===== src/rtl/boot_loader.sv =====
// boot_loader: length-prefixed byte-stream loader that fills instruction memory.
// Define BOOT_LOADER_CKSUM_EN to require a trailing 8-bit sum byte.
module boot_loader #(
    parameter logic [31:0] BASE_ADDR = 32'h0000_0000,
    parameter int unsigned MAX_WORDS = 256
) (
    input  logic        CLK,
    input  logic        reset,
    input  logic [7:0]  rx_data,
    input  logic        rx_valid,
    output logic        rx_ready,
    output logic        imem_we,
    output logic [31:0] imem_addr,
    output logic [31:0] imem_wdata,
    output logic        core_reset,
    output logic        done,
    output logic        error
);

    typedef enum logic [2:0] {
        S_LEN,
        S_DATA,
`ifdef BOOT_LOADER_CKSUM_EN
        S_CKSUM,
`endif
        S_DONE,
        S_ERROR
    } state_t;

    localparam logic [31:0] MAX_W = 32'(MAX_WORDS);

    state_t      r_state;
    logic [1:0]  r_byte_cnt;
    logic [31:0] r_len;
    logic [31:0] r_word_idx;
    logic [23:0] r_word;
    logic        r_rdy;
    logic        r_we;
    logic [31:0] r_addr;
    logic [31:0] r_wdata;
    logic        r_core_rst;
    logic        r_done;
    logic        r_err;
`ifdef BOOT_LOADER_CKSUM_EN
    logic [7:0]  r_sum;
`endif

    logic        w_fire;
    logic [31:0] w_len;
    logic [31:0] w_word;
    logic        w_last;

    // Bytes shift in from the top so the first byte ends up in [7:0].
    assign w_fire = rx_valid & r_rdy;
    assign w_len  = {rx_data, r_len[31:8]};
    assign w_word = {rx_data, r_word};
    assign w_last = (r_word_idx == r_len - 32'd1);

    always_ff @(posedge CLK) begin
        if (reset) begin
            r_state    <= S_LEN;
            r_byte_cnt <= 2'd0;
            r_len      <= 32'd0;
            r_word_idx <= 32'd0;
            r_word     <= 24'd0;
            r_rdy      <= 1'b0;
            r_we       <= 1'b0;
            r_addr     <= BASE_ADDR;
            r_wdata    <= 32'd0;
            r_core_rst <= 1'b1;
            r_done     <= 1'b0;
            r_err      <= 1'b0;
`ifdef BOOT_LOADER_CKSUM_EN
            r_sum      <= 8'd0;
`endif
        end else begin
            r_we <= 1'b0;
            unique case (r_state)
                S_LEN: begin
                    r_rdy <= 1'b1;
                    if (w_fire) begin
                        r_byte_cnt <= r_byte_cnt + 2'd1;
                        r_len      <= w_len;
                        if (r_byte_cnt == 2'd3) begin
                            if (w_len == 32'd0) begin
`ifdef BOOT_LOADER_CKSUM_EN
                                r_state <= S_CKSUM;
`else
                                r_state    <= S_DONE;
                                r_rdy      <= 1'b0;
                                r_core_rst <= 1'b0;
                                r_done     <= 1'b1;
`endif
                            end else if (w_len > MAX_W) begin
                                r_state <= S_ERROR;
                                r_rdy   <= 1'b0;
                                r_err   <= 1'b1;
                            end else begin
                                r_state <= S_DATA;
                            end
                        end
                    end
                end
                S_DATA: begin
                    if (w_fire) begin
                        r_byte_cnt <= r_byte_cnt + 2'd1;
                        r_word     <= w_word[31:8];
`ifdef BOOT_LOADER_CKSUM_EN
                        r_sum      <= r_sum + rx_data;
`endif
                        if (r_byte_cnt == 2'd3) begin
                            r_we       <= 1'b1;
                            r_wdata    <= w_word;
                            r_addr     <= BASE_ADDR + {r_word_idx[29:0], 2'b00};
                            r_word_idx <= r_word_idx + 32'd1;
                            if (w_last) begin
`ifdef BOOT_LOADER_CKSUM_EN
                                r_state <= S_CKSUM;
`else
                                r_state    <= S_DONE;
                                r_rdy      <= 1'b0;
                                r_core_rst <= 1'b0;
                                r_done     <= 1'b1;
`endif
                            end
                        end
                    end
                end
`ifdef BOOT_LOADER_CKSUM_EN
                S_CKSUM: begin
                    if (w_fire) begin
                        r_rdy <= 1'b0;
                        if (rx_data == r_sum) begin
                            r_state    <= S_DONE;
                            r_core_rst <= 1'b0;
                            r_done     <= 1'b1;
                        end else begin
                            r_state <= S_ERROR;
                            r_err   <= 1'b1;
                        end
                    end
                end
`endif
                default: begin
                    r_rdy <= 1'b0;
                end
            endcase
        end
    end

    assign rx_ready   = r_rdy;
    assign imem_we    = r_we;
    assign imem_addr  = r_addr;
    assign imem_wdata = r_wdata;
    assign core_reset = r_core_rst;
    assign done       = r_done;
    assign error      = r_err;

endmodule


===== config.mk =====
export PLATFORM = sky130hd
export DESIGN_NAME = boot_loader
export DESIGN_NICKNAME = d
export VERILOG_FILES = /design/src/rtl/boot_loader.sv
export SDC_FILE = /design/constraint.sdc
export NUM_CORES = 1
export LEC_CHECK = 0
export CELL_PAD_IN_SITES_DETAIL_PLACEMENT = 2
export CELL_PAD_IN_SITES_GLOBAL_PLACEMENT = 2
export CORE_MARGIN = 2
export CORE_UTILIZATION = 33
export DETAILED_ROUTE_END_ITERATION = 7
export PLACE_DENSITY = 0.83
export SYNTH_ARGS = -nofsm -noshare
export SYNTH_HDL_FRONTEND = slang
export SYNTH_SLANG_ARGS = --single-unit

===== constraint.sdc =====
create_clock -name CLK -period 3.52 [get_ports CLK]
set_clock_uncertainty 0.2 [all_clocks]
set_input_delay 0.704 -clock CLK [delete_from_list [all_inputs] [get_ports CLK]]
set_output_delay 0.704 -clock CLK [all_outputs]
set_load 0.01 [all_outputs]

==> impl_metrics.ini, run 1 <==
[worst_hold_path]
holdPathStages = 2
hold_path_end = imem_addr[26]
hp-start = imem_addr[26]
hold_path_class = reg -> reg

[global_routing]
grt_use_total_pct = 21.68
grt_max_degree = 68
grt_pass1_vias = 7257
grt_overflow = 0
antenna_found_initial = 0
grt_pass1_wl_um = 40100

[placement]
pre_cts_ws_ns = 0.3475
place_area_sq_um = 8208
dp_hpwl_um = 16580
port_buffers = 77
gp_congestion = 0.8811

[setup_path]
cpPeakStageDelay_ns = 0.79
r2r_cells = 8
worst_path_dominant_cell_family = simple AND/OR/NAND/NOR gates
cp.depth = 8
ff2ff_setup_slack_ns = 0.28
crit_path_max_fanout = 8
critPathArrivalTime_ns = 3.38
critPathLaunchType = flop
timing.rr.end = core_reset
required_ns = 3.66
cp-end-kind = flop
worstSetupPathType = reg -> reg
path_cells = or4_1, nor4_1, xnor2_1, nand3_1, a2111oi_2, o2111a_1, nand4_2, o31a_1
r2r-start = r_len[0]
crit_slowest_cell = or4_1
path_buf_inv = 0

[sta]
final_max_slew_viol_count = 0
relSlewSlack_pct = 49.59
fmax_mhz = 308.2
worst_slew_pin_slew_ns = 0.7562
hold_violations = 0
period_share_pct = 92.17
whs_ns = 0.2554
rsz0062_at_grt = false
fin_setup_tns_ns = 0
min_period_ns = 3.244
setup_violations = 0
fin_ws_ns = 0.2756

[drt]
ant_nets = 0
vias_per_cell = 5.303
first_pass_iters = 4
wl_per_cell_um = 19.70
vias = 6676
drc = 0
wl_um = 24800
drt_iter0_markers = 305

[finish]
fillerInstances = 2450
nets = 980
drive_above_1_share_pct = 8.887
final_cell_area_sq_um = 8838
area_growth_pct = 22.24
diodes = 0

[yosys]
netlist-cell-type-count = 68
synthTopCellsByArea = dfxtp_1 (44%), nand2_1 (14%), a21oi_1 (8.9%)
synth_edf_count = 0
async_flop_share_pct = 0
ys.flop_type = dfxtp_1
synth_top_area_cell = dfxtp_1
yosysTopAreaCellShare_pct = 44.02
syn_avg_cell_area_sq_um = 7.963
synthCells = 908
ys_warn_count = 0
yosysSeqAreaShare_pct = 44.02
synthesis.area_sq_um = 7231
synth-seq-cells = 159

[clock_network]
cts_tree = yes
clk_root_buffer_cell = clkbuf_16
clk_pin_slew_ns = 0.07
clk_path_buf_depth = 2
clkSinkCount = 159
clk_latency_ns = 0.44
cts_hold_buf = 0
htreeDepth = 4
cts_buffers = 17

[floorplanning]
fp.coreArea_sq_um = 21690
placementRows = 54
die_w_um = 152.0
die_h_um = 152.0
start_util_pct = 33.34
ios = 80
dieArea_sq_um = 23110

[pwr]
peakVddDrop_v = 0.0002404
power.density_nw_per_um2 = 443.9
leakage_nw = 3.106
p_total_mw = 3.923

[run]
maxCapViolCount = 0

[status]
outcome = finished, final reports clean
layout by cell type (no fill, tap or decap), types with 3 or more instances in the layout:
cell type,netlist,layout
nor2_1,60,60
buf_4,3,26
xnor2_1,31,31
nand3b_1,3,3
xor2_1,41,41
clkdlybuf4s50_1,0,76
clkinv_4,0,3
o21ai_0,13,13
and3_1,7,7
nor3_4,3,3
nor3_1,9,8
mux2i_1,4,4
inv_1,5,5
clkbuf_16,0,17
inv_8,0,6
nand4_1,14,14
dfxtp_1,159,159
a31oi_1,5,5
or4_1,6,6
nand2b_1,3,3
nor4_2,3,3
or3_1,8,8
a21oi_1,129,129
nor4_1,5,5
nand2_1,262,261
clkinv_8,0,5
and4_1,3,3
nor4_4,3,3
nand3_1,20,20
per-layer routing:
layer / GRT usage, % / part of all wire (%)
met1: 25.63 / 42
met2: 38.65 / 51
met3: 4.335 / 3.8
met4: 8.278 / 2.4
met5: 0 / 0
power breakdown:
group | switching [mW] | internal (mW) | total (mW)
Sequential | 0.0148 | 1.81 | 1.82
Combinational | 0.125 | 0.0687 | 0.194
Clock | 0.937 | 0.972 | 1.91
Total | 1.08 | 2.85 | 3.92
through the flow:
step	std cells	util, %
2_1_floorplan	909	-
3_3_place_gp	1227	37.84
3_5_place_dp	1227	37.84
4_1_cts	1259	40.69
5_1_grt	1259	40.75
6_report	1259	40.75
final cells by class:
cell class | instances | area, sq um | share of cell area (%)
Inverter | 5 | 18.77 | 0.2123
Multi-Input combinational cell | 681 | 3714 | 42.02
Timing Repair Buffer | 102 | 955.9 | 10.82
Clock buffer | 17 | 425.4 | 4.813
Sequential cell | 159 | 3183 | 36.01
Clock inverter | 15 | 191.4 | 2.166
Tap cell | 280 | 350.3 | 3.964
cell usage after synthesis, types with 5 or more instances:
cell type,instances
a21oi_1,129
a31oi_1,5
and3_1,7
clkbuf_1,47
dfxtp_1,159
inv_1,5
nand2_1,262
nand3_1,20
nand4_1,14
nor2_1,60
nor3_1,9
nor4_1,5
o21ai_0,13
or3_1,8
or4_1,6
xnor2_1,31
xor2_1,41
worst reg2reg max path: cells and delay by family, from the launching register on:
kind	cells	cell delay [ns]
AND/OR/NAND/NOR	4	1.53
flip-flops	1	0.39
XOR/XNOR	1	0.20
AO/OA/AOI/OAI	3	0.83
cells by family (layout without fill, tap and decap cells):
| logic type | after synthesis | in the layout | share of synthesized area [%] |
|---|---|---|---|
| AO/OA/AOI/OAI | 171 | 171 | 13.26 |
| XOR/XNOR | 72 | 72 | 8.721 |
| adder cells (fa/ha/maj) | 3 | 3 | 0.5192 |
| buffers and inverters | 69 | 139 | 4.983 |
| flip-flops | 159 | 159 | 44.02 |
| multiplexers | 5 | 5 | 0.7095 |
| other | 1 | 2 | 0.05186 |
| AND/OR/NAND/NOR | 428 | 428 | 27.74 |
registers in the layout (all words and copies together), names as in the netlist:
signal and flops:
core_reset 1, done 1, error 1, imem_addr 30
imem_wdata 32, imem_we 1, r_byte_cnt 2, r_len 32
r_state 2, r_word 24, r_word_idx 32, rx_ready 1
worst max path at each step:
stage,slack [ns],endpoint,from
after detailed placement,0.35,r_word_idx[30],rx_valid
final,0.28,core_reset,r_len[0]
after CTS,0.12,core_reset,r_len[0]
after floorplan,0.69,core_reset,r_len[0]
after global placement,0.47,r_word_idx[26],rx_valid
after global routing,0.04,core_reset,r_len[0]
what timing repair did:
item	CTS	global route
endpoints found under the hold margin	0	0
setup endpoints to repair	0	5
gates resized for setup	0	3
setup buffers	0	0
(Power assumes the default switching activity.)
==> inputs of run 2 (changes only) <==
--- a/constraint.sdc
+++ b/constraint.sdc
@@ -4,2 +4,2 @@
 set_output_delay 0.704 -clock CLK [all_outputs]
-set_load 0.01 [all_outputs]
+set_load 0.05 [all_outputs]
==> results of run 2 <==
The final DEF is identical to that of run 1. Status: finished, final reports clean.
Main changes from that run: total power 3.923 mW -> 3.929 mW
